**src/rtl/jt51_wr_sched.sv**
```systemverilog
// CPU write scheduler for the JT51 register file: queues address/data writes and
// replays each one as a strobe held for a full busy pass, or as a global port write.
module jt51_wr_sched #(
  parameter int DEPTH = 4,
  parameter int AW    = 2
) (
  input  logic       clk,
  input  logic       rst,
  input  logic       cpu_wr,
  input  logic       a0,
  input  logic [7:0] din,
  input  logic       clr_ovf,
  input  logic       reg_busy,
  output logic [7:0] d_out,
  output logic [1:0] op,
  output logic [2:0] ch,
  output logic       up_rl,
  output logic       up_kc,
  output logic       up_kf,
  output logic       up_pms,
  output logic       up_dt1,
  output logic       up_tl,
  output logic       up_ks,
  output logic       up_amsen,
  output logic       up_dt2,
  output logic       up_d1l,
  output logic       up_keyon,
  output logic       glb_wr,
  output logic [7:0] glb_addr,
  output logic [7:0] glb_data,
  output logic       busy_out,
  output logic       ovf
);

  localparam int S_KEYON = 0;
  localparam int S_RL    = 1;
  localparam int S_DT1   = 5;

  localparam logic [AW:0]   FULL_CNT = (AW+1)'(DEPTH);
  localparam logic [AW:0]   CNT_ONE  = 1;
  localparam logic [AW-1:0] PTR_ONE  = 1;

  typedef enum logic [1:0] {IDLE, ISSUE, HOLD, POP} state_t;

  state_t      state, state_nxt;
  logic [7:0]  addr_latch;
  logic [15:0] mem [DEPTH];
  logic [AW-1:0] rd_ptr, wr_ptr;
  logic [AW:0] count;

  logic        full, pop, push_req, push_ok, drop;
  logic [7:0]  head_addr, head_data;

  logic [10:0] strb, strb_nxt, dec_strb;
  logic [1:0]  dec_op, op_nxt;
  logic [2:0]  dec_ch, ch_nxt;
  logic        dec_glb;
  logic [7:0]  d_nxt, glb_addr_nxt, glb_data_nxt;
  logic        glb_wr_nxt;

  assign full      = (count == FULL_CNT);
  assign pop       = (state == POP);
  assign push_req  = cpu_wr & a0;
  // A pop in the same cycle frees a slot, so a full FIFO still accepts the push
  assign push_ok   = push_req & (~full | pop);
  assign drop      = push_req & full & ~pop;
  assign head_addr = mem[rd_ptr][15:8];
  assign head_data = mem[rd_ptr][7:0];
  assign busy_out  = (count != '0) | (state != IDLE);

  assign up_keyon = strb[0];
  assign up_rl    = strb[1];
  assign up_kc    = strb[2];
  assign up_kf    = strb[3];
  assign up_pms   = strb[4];
  assign up_dt1   = strb[5];
  assign up_tl    = strb[6];
  assign up_ks    = strb[7];
  assign up_amsen = strb[8];
  assign up_dt2   = strb[9];
  assign up_d1l   = strb[10];

  always_ff @(posedge clk) begin
    if (push_ok) mem[wr_ptr] <= {addr_latch, din};
  end

  always_ff @(posedge clk or posedge rst) begin
    if (rst) begin
      addr_latch <= 8'h00;
      rd_ptr     <= '0;
      wr_ptr     <= '0;
      count      <= '0;
      ovf        <= 1'b0;
    end else begin
      if (cpu_wr && !a0) addr_latch <= din;
      if (push_ok) wr_ptr <= wr_ptr + PTR_ONE;
      if (pop)     rd_ptr <= rd_ptr + PTR_ONE;
      case ({push_ok, pop})
        2'b10:   count <= count + CNT_ONE;
        2'b01:   count <= count - CNT_ONE;
        default: count <= count;
      endcase
      if (drop)         ovf <= 1'b1;
      else if (clr_ovf) ovf <= 1'b0;
    end
  end

  always_comb begin
    dec_strb = '0;
    dec_op   = '0;
    dec_ch   = '0;
    dec_glb  = 1'b0;
    if (head_addr == 8'h08) begin
      dec_strb[S_KEYON] = 1'b1;
    end else if (head_addr < 8'h20) begin
      dec_glb = 1'b1;
    end else if (head_addr < 8'h40) begin
      dec_strb[S_RL + int'(head_addr[4:3])] = 1'b1;
      dec_ch = head_addr[2:0];
    end else begin
      // 0x40..0xFF: bits 7:5 pick the parameter, 4:3 the operator
      dec_strb[S_DT1 + int'(head_addr[7:5]) - 2] = 1'b1;
      dec_op = head_addr[4:3];
      dec_ch = head_addr[2:0];
    end
  end

  always_ff @(posedge clk or posedge rst) begin
    if (rst) begin
      state    <= IDLE;
      strb     <= '0;
      d_out    <= 8'h00;
      op       <= 2'd0;
      ch       <= 3'd0;
      glb_wr   <= 1'b0;
      glb_addr <= 8'h00;
      glb_data <= 8'h00;
    end else begin
      state    <= state_nxt;
      strb     <= strb_nxt;
      d_out    <= d_nxt;
      op       <= op_nxt;
      ch       <= ch_nxt;
      glb_wr   <= glb_wr_nxt;
      glb_addr <= glb_addr_nxt;
      glb_data <= glb_data_nxt;
    end
  end

  always_comb begin
    state_nxt    = state;
    strb_nxt     = strb;
    d_nxt        = d_out;
    op_nxt       = op;
    ch_nxt       = ch;
    glb_wr_nxt   = 1'b0;
    glb_addr_nxt = glb_addr;
    glb_data_nxt = glb_data;
    case (state)
      IDLE: begin
        if (count != '0) begin
          if (dec_glb) begin
            glb_wr_nxt   = 1'b1;
            glb_addr_nxt = head_addr;
            glb_data_nxt = head_data;
            state_nxt    = POP;
          end else begin
            strb_nxt  = dec_strb;
            d_nxt     = head_data;
            op_nxt    = dec_op;
            ch_nxt    = dec_ch;
            state_nxt = ISSUE;
          end
        end
      end
      ISSUE: begin
        if (reg_busy) state_nxt = HOLD;
      end
      HOLD: begin
        // Dropping on the busy fall keeps the write from landing in a second pass
        if (!reg_busy) begin
          strb_nxt  = '0;
          state_nxt = POP;
        end
      end
      POP: begin
        state_nxt = IDLE;
      end
      default: begin
        state_nxt = IDLE;
      end
    endcase
  end

endmodule
```
**config.mk**
```make
export PLATFORM = sky130hd
export DESIGN_NAME = jt51_wr_sched
export DESIGN_NICKNAME = d
export VERILOG_FILES = /design/src/rtl/jt51_wr_sched.sv
export SDC_FILE = /design/constraint.sdc
export NUM_CORES = 1
export LEC_CHECK = 0
export CORE_UTILIZATION = 55
export CTS_CLUSTER_DIAMETER = 40
export DETAILED_ROUTE_END_ITERATION = 10
export PLACE_DENSITY = 0.78
export SLEW_MARGIN = 10
export SYNTH_ARGS = -nofsm -noshare
export SYNTH_HDL_FRONTEND = slang
export SYNTH_SLANG_ARGS = --single-unit
```
**constraint.sdc**
```tcl
create_clock -name clk -period 3.5 [get_ports clk]
set_clock_uncertainty 0.15 [all_clocks]
set_input_delay 0.875 -clock clk [delete_from_list [all_inputs] [get_ports clk]]
set_output_delay 0.875 -clock clk [all_outputs]
set_load 0.05 [all_outputs]
```
==> results.cfg <==
[status]
status = finished, violations left
violations = design-rule violations

[final_layout]
fill_cells = 561
antenna_cells = 0
synthToLayoutAreaGrowth_pct = 26.6
final_layout_size_suffix_gt1_frac = 0.267
fin_nets = 404

[routing]
drtIter0Drc = 124
viasPerCell = 5.56
wirelength_mm = 9.79
drc = 6
wire_per_inst_microns = 19.7
drt_first_pass_iters = 7
antenna_left = 0
vias = 2764

[clocking]
path_clk_slew_ns = 0.06
clock_latency_ns = 0.52
clock-sinks = 123
root_buffer = clkbuf_8
clk_path_buf_depth = 2
cts_tree = built
ctsHoldBuffers = 0
htreeDepth = 4
postCtsResizedCells = 0
post-cts-setup-buffer-count = 0
cts_inserted_buffers = 17

[worst_setup_path]
cp.arrival_ns = 2.18
worstPathRequired_ns = 2.47
crit_path_start_kind = register
cp-end-kind = output port
path_cells = inv_1 > ha_1 > nand2_1 > clkdlybuf4s50_1
slowest_stage = clkdlybuf4s50_1
path_class = register to output port
crit_path_max_fanout = 7
cpPeakStageDelay_ns = 0.79

[min_path]
min_path_type = register to register

[power_and_ir_drop]
irDropWorstVdd_mv = 0.660
p_int_mw = 4.08
p_switching_mw = 2.46
swShare = 0.377
powerDensity_nw_per_um2 = 1030
p_leak_nw = 2.49
p_seq_frac = 0.323
power_mw = 6.54
clkPwrFrac = 0.261
pwr-share-comb = 0.416

[placement]
dp_hpwl_mm = 6.22
port_buffers = 56
gp_congestion = 0.799

[yosys]
yosysSeqAreaShare = 0.675
syn_area_per_cell_sq_um = 17.0
syn_area_sq_um = 5040
synth_edf_count = 64
yosysTopAreaCell = edfxtp_1
synth_cells = 297
synth_nets = 325
ys.flop_type = edfxtp_1
ys_top_cells_by_area = edfxtp_1 (38%), dfrtp_1 (29%), mux4_2 (7.2%)
ys_seq_elements = 123
synth.distinct_cells = 43
ys_async_sr_fraction = 0.480
yosys_warnings = 0
netlist.area_leader.share = 0.382

[global_route]
grt_overflow = 0
antenna_found_initial = 0
track_usage = 0.231
grt_pass1_vias = 2941
grt_max_degree = 28
grt_pass1_wl_mm = 15.9

[floorplanning]
core_sq_um = 8810
initial_utilization = 0.572
ioPinCount = 57
dieArea_sq_um = 9540
num_rows = 34
die_h_microns = 97.7
fp.dieW_microns = 97.7

[sta]
setup_violations = 0
finalHoldViolCount = 0
timing.fmax_ghz = 0.312
grt_setup_unrepaired = no
post-route-period-util = 0.914
slew_headroom = 0.624
period_minus_slack_ns = 3.20
worstMarginPinSlew_ns = 0.564
tns_ns = 0
drv_slew = 0
hold_slack_ns = 0.347

[job]
maxCapViolations = 0
area by class of cell:
cell class	count	area, sq um	area share
flip-flops and latches	123	3400	0.533
well taps	108	135	0.0212
clock buffers	17	414	0.0650
repair buffers	70	678	0.106
clock inverters	15	171	0.0269
multi-input cells	146	1510	0.237
inverters	18	67.6	0.0106
cell families after synthesis:
logic type,synth area share
mux,0.166
compound gates,0.0323
buf+inv,0.0251
fa+ha+maj,0.0363
flops,0.675
simple gates,0.0547
xor+xnor,0.0104
cell usage after synthesis (3+ instances only):
library cell / n
mux2_4: 6
nor3_1: 4
clkbuf_1: 4
and2_1: 4
edfxtp_1: 64
o21ai_0: 10
a22o_1: 3
nor2_1: 4
xor2_1: 3
nor2b_1: 5
nand2_1: 17
mux2i_1: 5
ha_1: 13
inv_1: 18
mux4_2: 16
mux2_2: 29
dfrtp_1: 59
xnor2_1: 3
path summary, 6_finish.rpt:
| kind | from | to | slack [ns] | depth (start not counted) |
|---|---|---|---|---|
| hold reg to reg | strb[5] | strb[5] | 0.35 | 1 |
| min in group asynchronous | rst | glb_addr[7] | 0.58 | 2 |
| hold / removal | strb[5] | strb[5] | 0.35 | 1 |
| max in group asynchronous | rst | ch[2] | 1.91 | 3 |
| setup / recovery | state[0] | busy_out | 0.30 | 4 |
| setup reg to reg | rd_ptr[0] | strb[0] | 0.65 | 6 |
sequential cells by signal, indices dropped and copies added (netlist names):
| name | flops |
|---|---|
| ch | 3 |
| glb_data | 8 |
| d_out | 8 |
| strb | 11 |
| wr_ptr | 2 |
| glb_addr | 8 |
| glb_wr | 1 |
| count | 3 |
| state | 2 |
| rd_ptr | 2 |
| mem | 64 |
| ovf | 1 |
| op | 2 |
| addr_latch | 8 |
metrics by stage:
| stage | setup WS [ns] | cells | instance area [sq um] | utilization |
|---|---|---|---|---|
| after floorplan | 0.878 | 297 | 5040 | - |
| after global placement | 0.660 | 465 | 5790 | 0.658 |
| after detailed placement | 0.588 | 465 | 5790 | 0.658 |
| after CTS | 0.279 | 497 | 6380 | 0.724 |
| after global routing | 0.210 | 497 | 6380 | 0.724 |
| final | 0.300 | 497 | 6380 | 0.724 |
cell usage in the layout (no fill, tap or decap), types with 3 or more instances in the layout:
cell,synthesis,layout
a22o_1,3,3
and2_1,4,4
buf_4,1,13
bufinv_16,0,3
clkbuf_16,0,16
clkdlybuf4s50_1,0,56
clkinv_1,0,3
clkinvlp_4,0,4
dfrtp_1,59,59
edfxtp_1,64,64
ha_1,13,13
inv_1,18,17
inv_6,0,3
mux2_2,29,29
mux2_4,6,6
mux2i_1,5,5
mux4_2,16,16
nand2_1,17,17
nor2_1,4,4
nor2b_1,5,5
nor3_1,4,4
o21ai_0,10,10
xnor2_1,3,3
xor2_1,3,3
critical path, delay by kind of cell (launching register included):
kind,cells,cell delay (ns)
adders and majority gates,1,0.29
buffers and inverters,2,0.87
DFF,1,0.41
and+or+nand+nor,1,0.09
power by group through the flow:
stage,Sequential (mW),Combinational (mW),Clock [mW]
after floorplan,2.77,1.27,0
after global placement,2.12,2.68,0
after detailed placement,2.13,2.71,0
after CTS,2.12,2.74,1.73
after global routing,2.16,2.89,1.81
final,2.11,2.72,1.71
routing by layer:
metal | global-route usage | part of all wire | vias up
met5 | 0 | 0 | -
met4 | 0.0711 | 0.017 | 0
met3 | 0.0777 | 0.042 | 14
met2 | 0.382 | 0.52 | 67
met1 | 0.289 | 0.42 | 1429
li1 | - | - | 1254
No activity file was read; power rests on OpenSTA's default activity.
